$ cat src/rtl/rpm_seq_multiplier_if.sv
// Start/operand request and result bundle for the shift-and-add multiplier core.
interface rpm_seq_multiplier_if #(
  parameter int WIDTH = 16
);
  logic                 start_i;
  logic [WIDTH-1:0]     a_i;
  logic [WIDTH-1:0]     b_i;
  logic                 ready_o;
  logic                 busy_o;
  logic                 done_o;
  logic [2*WIDTH-1:0]   product_o;

  modport master (
    output start_i, a_i, b_i,
    input  ready_o, busy_o, done_o, product_o
  );

  modport slave (
    input  start_i, a_i, b_i,
    output ready_o, busy_o, done_o, product_o
  );
endinterface

$ cat src/rtl/rpm_seq_multiplier.sv
// Sequential Russian-peasant unsigned multiplier: one multiplier bit per cycle,
// addend picked through a 2:1 mux stage between zero and the shifted multiplicand.
module rpm_seq_multiplier #(
  parameter int WIDTH = 16
) (
  input  logic                clk,
  input  logic                rst_n,
  rpm_seq_multiplier_if.slave bus
);

  typedef enum logic [1:0] {
    IDLE = 2'd0,
    RUN  = 2'd1,
    DONE = 2'd2
  } state_t;

  state_t               state;
  state_t               state_nxt;
  logic [2*WIDTH-1:0]   a_reg;
  logic [WIDTH-1:0]     b_reg;
  logic [2*WIDTH-1:0]   acc;
  logic [2*WIDTH-1:0]   product_q;

  logic                 mux_sel;
  logic [2*WIDTH-1:0]   mux_d0;
  logic [2*WIDTH-1:0]   mux_d1;
  logic [2*WIDTH-1:0]   mux_y;
  logic [2*WIDTH-1:0]   sum;
  logic                 last_bit;
  logic                 accept;

  // Mux stage: select is the multiplier LSB, data inputs are zero and the multiplicand.
  assign mux_sel  = b_reg[0];
  assign mux_d0   = '0;
  assign mux_d1   = a_reg;
  assign mux_y    = mux_sel ? mux_d1 : mux_d0;

  assign sum      = acc + mux_y;
  assign last_bit = (b_reg[WIDTH-1:1] == '0);
  assign accept   = (state == IDLE) && bus.start_i;

  always_comb begin
    state_nxt = state;
    case (state)
      IDLE: if (bus.start_i) state_nxt = (bus.b_i == '0) ? DONE : RUN;
      RUN:  if (last_bit)    state_nxt = DONE;
      DONE:                  state_nxt = IDLE;
      default:               state_nxt = IDLE;
    endcase
  end

  always_ff @(posedge clk or negedge rst_n) begin
    if (!rst_n) begin
      state <= IDLE;
    end else begin
      state <= state_nxt;
    end
  end

  // Datapath; a reset mid-operation clears everything, including the held product.
  always_ff @(posedge clk or negedge rst_n) begin
    if (!rst_n) begin
      a_reg     <= '0;
      b_reg     <= '0;
      acc       <= '0;
      product_q <= '0;
    end else if (accept) begin
      a_reg <= {{WIDTH{1'b0}}, bus.a_i};
      b_reg <= bus.b_i;
      acc   <= '0;
      if (bus.b_i == '0) product_q <= '0;
    end else if (state == RUN) begin
      acc   <= sum;
      a_reg <= a_reg << 1;
      b_reg <= b_reg >> 1;
      if (last_bit) product_q <= sum;
    end
  end

  assign bus.ready_o   = (state == IDLE);
  assign bus.busy_o    = (state != IDLE);
  assign bus.done_o    = (state == DONE);
  assign bus.product_o = product_q;

endmodule

$ cat src/flat_wrapper.sv
// flat-port wrapper written by rule: the top's interface ports become plain ports
module rpm_seq_multiplier_flat 
#(
  parameter int WIDTH = 16
)
  (clk, rst_n, bus_start_i, bus_a_i, bus_b_i, bus_ready_o, bus_busy_o, bus_done_o, bus_product_o);
  rpm_seq_multiplier_if #(.WIDTH(WIDTH)) bus_i ();
  input  logic clk;
  input  logic rst_n;
  input wire logic [$bits(bus_i.start_i)-1:0] bus_start_i;
  input wire logic [$bits(bus_i.a_i)-1:0] bus_a_i;
  input wire logic [$bits(bus_i.b_i)-1:0] bus_b_i;
  output wire logic [$bits(bus_i.ready_o)-1:0] bus_ready_o;
  output wire logic [$bits(bus_i.busy_o)-1:0] bus_busy_o;
  output wire logic [$bits(bus_i.done_o)-1:0] bus_done_o;
  output wire logic [$bits(bus_i.product_o)-1:0] bus_product_o;
  assign bus_i.start_i = bus_start_i;
  assign bus_i.a_i = bus_a_i;
  assign bus_i.b_i = bus_b_i;
  assign bus_ready_o = bus_i.ready_o;
  assign bus_busy_o = bus_i.busy_o;
  assign bus_done_o = bus_i.done_o;
  assign bus_product_o = bus_i.product_o;
  rpm_seq_multiplier #(.WIDTH(WIDTH)) u_core (.clk(clk), .rst_n(rst_n), .bus(bus_i));
endmodule
$ cat config.mk
export PLATFORM = sky130hd
export DESIGN_NAME = rpm_seq_multiplier_flat
export DESIGN_NICKNAME = d
export VERILOG_FILES = /design/src/rtl/rpm_seq_multiplier_if.sv /design/src/rtl/rpm_seq_multiplier.sv /design/src/flat_wrapper.sv
export SDC_FILE = /design/constraint.sdc
export NUM_CORES = 1
export LEC_CHECK = 0
export BUFFER_PORTS_ARGS = -buffer_cell sky130_fd_sc_hd__buf_4
export CELL_PAD_IN_SITES_DETAIL_PLACEMENT = 1
export CELL_PAD_IN_SITES_GLOBAL_PLACEMENT = 1
export CORE_MARGIN = 2
export CORE_UTILIZATION = 45
export CTS_CLUSTER_DIAMETER = 60
export DETAILED_ROUTE_END_ITERATION = 6
export GPL_TIMING_DRIVEN = 0
export PLACE_DENSITY = 0.82
export SETUP_SLACK_MARGIN = 0.05
export SYNTH_ARGS = -nofsm -noshare
export SYNTH_HDL_FRONTEND = slang
export SYNTH_SLANG_ARGS = --single-unit
$ cat constraint.sdc
create_clock -name clk -period 3.55 [get_ports clk]
set_input_delay 0.71 -clock clk [delete_from_list [all_inputs] [get_ports clk]]
set_output_delay 0.71 -clock clk [all_outputs]
set_load 0.1 [all_outputs]
# After elaboration in Yosys (flattened, before gate mapping)
# Index checks and enable logic that the tools add are counted.
word_totals:
  word_cells: 35
  regBits: 114
  output_inout_bits: 35
classes:
  eq_ne: 5
  mux: 15
  reduce_logical: 9
  n_addsub: 1
op_table:
  columns: ["operator", "count"]
  rows:
  - ["$mux 32", 9]
  - ["$add 32x32->32", 1]
  - ["$mux 16", 2]
  - ["$logic_not 16->1", 1]
  - ["$logic_not 15->1", 1]
  - ["$mux 2", 3]
  - ["$reduce_bool 2->1", 3]
  - ["$ne 2x2->1 const B", 2]
  - ["$pmux 2 s2", 1]
  - ["$reduce_and 3->1", 1]
  - ["$eq 2x1->1 const B", 1]
  - ["$eq 2x2->1 const B", 1]
  - ["$logic_not 2->1", 1]
  - ["$ne 2x1->1 const B", 1]
  - ["$reduce_and 2->1", 1]
  - ["$logic_and 1x1->1", 1]

# Longest topological paths before layout
# Gate-level depths: netlist of run 1.
logic_depth:
  word_depth: 5
  mapped_depth: 11

# Worst setup path before layout of run 1
# No wires, ideal clock.
synth_timing:
  path_type: "register to output"
  from: "reg u_core.state[1]"
  to: "out bus_busy_o"
  arrival_time_ns: 2.668
  path_slack_ns: 0.172
  path_stages_with_launch: 3
  cell_sequence: "dfrtp_1 > nor2_1 > inv_1"
synth_via:
  elab_chain_cells: 1
synth_lines:
  columns: ["item", "line", "text"]
  rows:
  - ["start, declared", "rpm_seq_multiplier.sv:17", "state_t state;"]
  - ["start signal, assigned", "rpm_seq_multiplier.sv:56", "state <= state_nxt;"]
  - ["$reduce_bool 2->1", "rpm_seq_multiplier.sv:81", "assign bus.busy_o = (state != IDLE);"]
  - ["end, declared", "flat_wrapper.sv:14", "output wire logic [$bits(bus_i.busy_o)-1:0] bus_busy_o;"]
# Every way passes these cells.

# Final worst setup path of run 1
layout_timing:
  from: "reg u_core.b_reg[0]"
  to: "reg u_core.acc[29]"
layout_via:
  elab_chain_cells: 4
layout_lines:
  columns: ["item", "line", "text"]
  rows:
  - ["start, declared", "rpm_seq_multiplier.sv:20", "logic [WIDTH-1:0] b_reg;"]
  - ["start signal, assigned", "rpm_seq_multiplier.sv:69", "b_reg <= bus.b_i;"]
  - ["start signal, assigned", "rpm_seq_multiplier.sv:75", "b_reg <= b_reg >> 1;"]
  - ["$mux 32", "rpm_seq_multiplier.sv:36", "assign mux_y = mux_sel ? mux_d1 : mux_d0;"]
  - ["$add 32x32->32", "rpm_seq_multiplier.sv:38", "assign sum = acc + mux_y;"]
  - ["$mux 32", "rpm_seq_multiplier.sv:72", "end else if (state == RUN) begin"]
  - ["$mux 32", "rpm_seq_multiplier.sv:67", "end else if (accept) begin"]
  - ["end signal, assigned", "rpm_seq_multiplier.sv:73", "acc <= sum;"]
  - ["end, declared", "rpm_seq_multiplier.sv:21", "logic [2*WIDTH-1:0] acc;"]
# Every way passes these cells. The select of a mux whose other input is x is not followed.
# A chain may end at the register's enable or synchronous reset.

==> results.md, run 1 <==
- Internal: 4.417 mW
- Switch share: 50.11%
- Die footprint: 15310 um2
- Slew margin rel.: 40.85%
- Grt ovf: 0
- Routed wire per std cell: 21.10 um
- Final core utilization: 56.27%
- Comb pwr share: 53.8%
- Post-synth top flop: dfrtp_1
- Worst EP arrival: 3.63 ns
- Tcrit/Tclk final: 93.31%
- Synth area leader: dfrtp_1
- Yosys reg bits: 114
- DRT Wirelength: 21.56 mm
- Synth top cells by count: nand2_1 (174), dfrtp_1 (114), o21ai_0 (65), a21oi_1 (51)
- Asr flop ratio synth: 100.0%
- Detailed placement HPWL: 15.67 mm
- Initial Util: 46.30%
- Post-synth EDFFs: 0
- RSZ-0062 raised after global routing: false
- Area grow syn2layout: 21.55%
- P_leak: 3.660 nW
- Mean area per synthesized cell: 8.718 um2
- Most frequent cell after synthesis: nand2_1
- Worst Skew: 0.007431 ns
- CTS buffer count: 17
- Root buffer cell: clkbuf_16
- Gate Count Post-Synth: 740
- PD cells: 1129 nW/um2
- Die width: 123.7 um
- Fin. Hold Viols: 0
- Reg clk slew, reported paths: 0.06 ns
- Clock Tree Buf Depth: 2
- Final nets: 896
- # DRC: 0
- Worst setup EP type: register
- Worst VDD drop: 0.5107 mV
- Flop pwr share: 25.9%
- RePlAce Congestion: 0.8545
- Fmax: 0.3019 GHz
- Crit path launch type: register
- Post-synth top area share: 44.22%
- Net Switching: 4.436 mW
- Mapped Nets: 807
- Largest net degree at the start of global routing: 86
- Core Region: 13930 um2
- Crit Path Max Fanout: 10
- Register area share after synthesis: 44.22%
- Port bufs: 69
- Via count: 6115
- Num ports: 70
- Post-route ant nets: 0
- First DRT Iteration DRCs: 438
- Synthesized area: 6451 um2
- Ys Warns: 0
- Minimum clock period: 3.312 ns
- Synth unique cells: 52
- Max cap viols: 0
- Hold crit path type: in -> async
- CTS tree: yes
- Clock sink count: 114
- Layout cells sized above 1: 14.13%
- Synth top area cells: dfrtp_1 (44%), nand2_1 (10%), ha_1 (6.0%)
- Max-slew violations: 0
- Final TNS setup: 0 ns
- Clock Power Share: 20.3%
- H-tree depth: 4
- Setup Crit Path Kind: reg -> reg
- Postcts setup bufs: 0
- Endpoints failing setup: 0
- CP Data Required Time: 3.87 ns
- Initial antenna violation count: 1
- Antenna cell count: 0
- Outcome: complete, no violations
- Row count: 43
- Number of global-route vias before repair: 6380
- Total GRT Usage: 29.68%
- DRT Pass-1 Iters: 5
- Slew at the pin closest to its max-slew limit: 0.8840 ns
- First-pass GRT wire length: 34.06 mm
- Clk_lat worst skew: 0.43 ns
- Via density: 5.983
- Die Y: 123.7 um
-- layout by cell type (no fill, tap or decap), types with 8 or more instances in the layout --
cell	n
a22oi_1	31
dfrtp_1	114
ha_1	31
nand3_1	16
clkbuf_16	17
xor2_1	13
nor2_1	30
nand2_1	174
and2_1	31
nor3_1	8
inv_1	10
a21oi_1	51
clkbuf_1	31
buf_4	68
nor4_1	9
a22o_1	23
o21ai_0	65
xnor2_1	15
-- cell families (layout without fill, tap and decap cells) --
logic type | Yosys count | count (layout) | synth area share, %
compound gates | 222 | 222 | 22.28
mux | 3 | 3 | 0.4655
xor+xnor | 28 | 28 | 3.801
fa+ha+maj | 32 | 32 | 6.323
buf+inv | 51 | 153 | 3.064
flops | 114 | 114 | 44.22
simple gates | 290 | 290 | 19.84
-- worst paths after layout --
check | start | to | slack [ns] | depth (start not counted)
setup reg to reg | u_core.b_reg[0] | u_core.acc[29] | 0.24 | 11
hold reg to reg | u_core.bus.product_o[13] | u_core.bus.product_o[13] | 0.49 | 2
setup / recovery | u_core.b_reg[0] | u_core.acc[29] | 0.24 | 11
min in group clk | bus_a_i[0] | u_core.a_reg[0] | 0.48 | 3
max in group asynchronous | rst_n | u_core.bus.product_o[14] | 2.67 | 2
hold / removal | rst_n | u_core.bus.product_o[10] | 0.15 | 1
-- critical path, stage by stage (launching register included) --
cell,delay [ns]
dfrtp_1,0.47
clkbuf_2,0.29
nand2_1,0.14
inv_1,0.10
ha_1,0.24
a211oi_1,0.38
o21ai_2,0.17
o2111ai_1,0.33
o211ai_1,0.32
a31oi_1,0.38
xnor2_1,0.14
a22o_1,0.25
-- layout make-up --
type	count	area [um2]
fill	1627	6093
multi-input combinational	575	3401
sequential	114	2853
timing repair buffer	70	549.3
clock buffer	20	456.7
tap	180	225.2
buffer	41	161.4
clock inverter	12	157.7
inverter	10	37.54
-- through the flow --
step           hold WS, ns  setup WS (ns)  cells  instance area (um2)  power [mW]
2_1_floorplan       0.4144         0.1718    740                 6451       5.669
3_3_place_gp        0.4639         0.3056    989                 7194       6.757
3_5_place_dp        0.4828         0.2034    990                 7226       6.980
4_1_cts             0.1588        0.07996   1022                 7840       8.844
5_1_grt             0.1663        0.08833   1022                 7841       9.389
6_report            0.1476         0.2375   1022                 7841       8.854
-- what timing repair did --
action                     in CTS  in global routing
hold buffers                    0                  0
resized for setup               0                  2
setup endpoints to repair       0                  5
-- power groups by stage --
stage | Sequential [mW] | Clock [mW] | Combinational, mW
final | 2.29 | 1.79 | 4.77
after global routing | 2.36 | 1.86 | 5.17
after CTS | 2.29 | 1.80 | 4.75
after detailed placement | 2.30 | 0 | 4.68
after global placement | 2.26 | 0 | 4.50
after floorplan | 3.12 | 0 | 2.55
-- layer usage --
layer  global-route usage (%)  vias to the layer above  routed length (um)
li1                         -                     2807                   -
met1                    38.93                     3081                9493
met2                    49.42                      179               10460
met3                    5.174                       46                1107
met4                    10.51                        2                 486
met5                        0                        -                  13
No activity file was read; power rests on OpenSTA's default activity.
==> run 2, diff against run 1 <==
ABC_AREA = 1   (was default)
CORE_UTILIZATION = 43   (was 45)
PLACE_DENSITY = 0.78   (was 0.82)
==> run 2 against run 1 <==
Compared with the run above: fmax up 6.5%; critical endpoint is now u_core.bus.product_o[28]; routed wire length up 6.7%; flip-flop and latch count unchanged; utilization down 3.6 points; synthesized area up 12%; combinational power down 2%; power down 1.5%; clock power up 4%; die area up 17%; critical path depth up 6.
==> results.md, run 2 <==
- Asr flop ratio synth: 100.0% (unchanged)
- Routed wire per std cell: 16.78 um (-20%)
- Yosys reg bits: 114 (unchanged)
- H-tree depth: 4 (unchanged)
- WP depth: 17 (+6)
- CP most frequent cell: nand2_1
- CTS buffer count: 17 (unchanged)
- Worst VDD drop: 0.7206 mV (+41%)
- Comb pwr share: 53.7% (about the same)
- Worst setup path endpoint: u_core.bus.product_o[28]
- Gate Count Post-Synth: 1049 (+42%)
- Reg2Reg Depth: 17 (+6)
- Worst reg2reg startpoint: u_core.b_reg[0]
- Number of global-route vias before repair: 7349 (+15%)
- Reg2Reg Capture Point: u_core.bus.product_o[28]
- Row count: 47 (+9.3%)
- Die footprint: 17910 um2 (+17%)
- Slowest Stage Delay on Critical Path: 0.42 ns (-0.05 ns)
- Crit. Startpoint: u_core.b_reg[0]
- RSZ-0062 raised after global routing: false
- Most frequent cell after synthesis: nand2_1
- DRT Pass-1 Iters: 4 (-1)
- Crit path launch type: register
- Met3 routed WL: 916 um (-17%)
- Area grow syn2layout: 20.15%
- Post-route ant nets: 0 (unchanged)
- First-pass GRT wire length: 37.77 mm (+11%)
- Post-synth EDFFs: 0 (unchanged)
- RePlAce Congestion: 0.8897 (+4.1%)
- CTS tree: yes
- Clock Tree Buf Depth: 2 (unchanged)
- CP Data Required Time: 3.86 ns (about the same)
- Commonest cells after routing, fill and taps aside: nand2_1 (368), inv_1 (217), dfrtp_1 (114)
- Net Switching: 4.383 mW (-1.2%)
- # DRC: 0 (unchanged)
- Post-route cell area: 8706 um2 (+11%)
- Via density: 5.024 (-16%)
- Switch share: 50.24% (+0.14 points)
- Largest net degree at the start of global routing: 69 (-20%)
- CP top delay family: simple AND/OR/NAND/NOR gates
- Ys Warns: 0 (unchanged)
- Worst EP arrival: 3.42 ns (-0.21 ns)
- Most common cell after layout, fill and taps aside: nand2_1
- Synthesized area: 7246 um2 (+12%)
- Layout cells sized above 1: 11.29% (-2.8 points)
- Reg clk slew, reported paths: 0.06 ns (about the same)
- Met2 Routed Length: 10.72 mm (+2.5%)
- P_leak: 4.981 nW (+36%)
- Initial antenna violation count: 0 (-1)
- Flop pwr share: 24.9% (-1.0 points)
- Fin Hold WS: 0.2122 ns (+0.06451 ns)
- First DRT Iteration DRCs: 295 (-33%)
- Antenna cell count: 0 (unchanged)
- Slew at the pin closest to its max-slew limit: 0.6219 ns (-0.2621 ns)
- Internal: 4.340 mW (-1.7%)
- Register area share after synthesis: 39.37% (-4.8 points)
- PD cells: 1002 nW/um2 (-11%)
- Hold crit path type: in -> async
- Mapped Nets: 1116 (+38%)
- FILL cells: 2208 (+36%)
- Core Region: 16520 um2 (+19%)
- Postcts setup bufs: 0 (unchanged)
- Tot Pwr: 8.723 mW (-1.5%)
- Area after DPL: 8070 um2 (+12%)
- Grt ovf: 0 (unchanged)
- Synth top cells by count: nand2_1 (368), inv_1 (217), dfrtp_1 (114), nor2_1 (46), o21ai_0 (46)
- Port bufs: 69 (unchanged)
- Via count: 6888 (+13%)
- Max cap viols: 0 (unchanged)
- Outcome: complete, no violations
- Flop2flop setup slack: 0.44 ns (+0.20 ns)
- Cts hold-fix bufs: 0 (unchanged)
- Setup Crit Path Kind: reg -> reg
- Clk_lat worst skew: 0.42 ns (about the same)
- Num ports: 70 (unchanged)
- Clock Power Share: 21.5% (+1.2 points)
- CP bufs+invs: 5 (+3)
- Die width: 133.8 um (+8.1%)
- Minimum clock period: 3.110 ns (-0.2025 ns)
- Max-slew violations: 0 (unchanged)
- Root buffer cell: clkbuf_16
- Worst Skew: 0.008459 ns (+0.001028 ns)
- Multi-input gate area: 3378 um2 (-0.66%)
- Wl on met1: 10.86 mm (+14%)
- Fmax: 0.3215 GHz (+6.5%)
- Final TNS setup: 0 ns (unchanged)
- Total GRT Usage: 27.24% (-2.4 points)
- Tcrit/Tclk final: 87.61% (-5.7 points)
- Endpoints failing setup: 0 (unchanged)
- Synth top area cells: dfrtp_1 (39%), nand2_1 (19%), inv_1 (11%)
- Die Y: 133.8 um (+8.1%)
- DRT Wirelength: 23.01 mm (+6.7%)
- Critical path cell sequence: clkbuf_1 -> clkbuf_1 -> nand2_1 -> inv_1 -> ha_1 -> inv_1 -> fa_1 -> inv_1 -> nand3_1 -> nand3_1 -> nand3_1 -> nand3_1 -> nand2_1 -> nand2_1 -> nand2_1 -> nand4_1 -> nand2_1
- Reg area: 2853 um2 (unchanged)
- Synth area leader: dfrtp_1
- Initial Util: 43.85% (-2.4 points)
- Fin. Hold Viols: 0 (unchanged)
- Highest routed layer: met4
- Worst setup EP type: register
- Slew margin rel.: 58.54% (+18 points)
- Synth unique cells: 37 (-29%)
- CP max-delay cell: fa_1
- Post-synth top flop: dfrtp_1
- Final nets: 1205 (+34%)
- Clock sink count: 114 (unchanged)
- Mean area per synthesized cell: 6.907 um2 (-21%)
- Resized cells post-CTS: 0 (unchanged)
- Post-synth top area share: 39.37% (-4.8 points)
- Crit Path Max Fanout: 10 (unchanged)
- Detailed placement HPWL: 17.70 mm (+13%)
[run 2: worst reg2reg max path, delay by kind of cell (launching register included)]
kind,cells,cell delay [ns]
and+or+nand+nor,10,1.16
buffers and inverters,5,0.90
adders and majority gates,2,0.59
DFF,1,0.34
[run 2: worst min-delay path by stage]
stage,end,start,depth (start not counted)
floorplan,u_core.a_reg[0],rst_n,0
global placement,u_core.acc[31],u_core.acc[31],2
detailed placement,u_core.bus.product_o[25],u_core.bus.product_o[25],2
CTS,u_core.a_reg[6],rst_n,1
global route,u_core.a_reg[6],rst_n,1
finish,u_core.a_reg[7],rst_n,1
[run 2: kinds of logic (layout without fill, tap and decap cells)]
kind of cell	Yosys count	count (layout)	synth area share, %
and+or+nand+nor	498	498	28.49
DFF	114	114	39.37
xor gates and xnor gates	2	2	0.2418
adders and majority gates	32	32	5.629
AOI/OAI and AO/OA	148	148	12.26
buffers and inverters	255	357	14.00
[run 2: power by group through the flow]
stage                     sequential (mW)  clock, mW  combinational, mW
after floorplan                      3.05          0               2.49
after global placement               2.15          0               4.56
after detailed placement             2.17          0               4.67
after CTS                            2.17       1.90               4.71
after global routing                 2.23       1.95               5.18
final                                2.17       1.87               4.68
[run 2: through the flow]
stage,instances,utilization [%],setup WS (ns)
after floorplan,1049,-,1.151
after global placement,1338,48.65,0.6122
after detailed placement,1339,48.84,0.5299
after CTS,1371,52.68,0.4646
after global routing,1371,52.68,0.1260
final,1371,52.68,0.4400
[run 2: layer usage]
| layer | vias to the layer above | global-route usage, % |
|---|---|---|
| met1 | 3285 | 36.56 |
| met2 | 114 | 44.36 |
| met4 | 0 | 9.102 |
| met5 | - | 0 |
| li1 | 3460 | - |
| met3 | 29 | 5.291 |
[run 2: final cells by class]
cell class / count / area share (%)
Buffer: 33 / 1.998
Clock buffer: 20 / 5.246
Clock inverter: 12 / 2.055
Inverter: 222 / 9.658
Multi-Input combinational cell: 680 / 38.80
Sequential cell: 114 / 32.77
Tap cell: 220 / 3.162
Timing Repair Buffer: 70 / 6.309
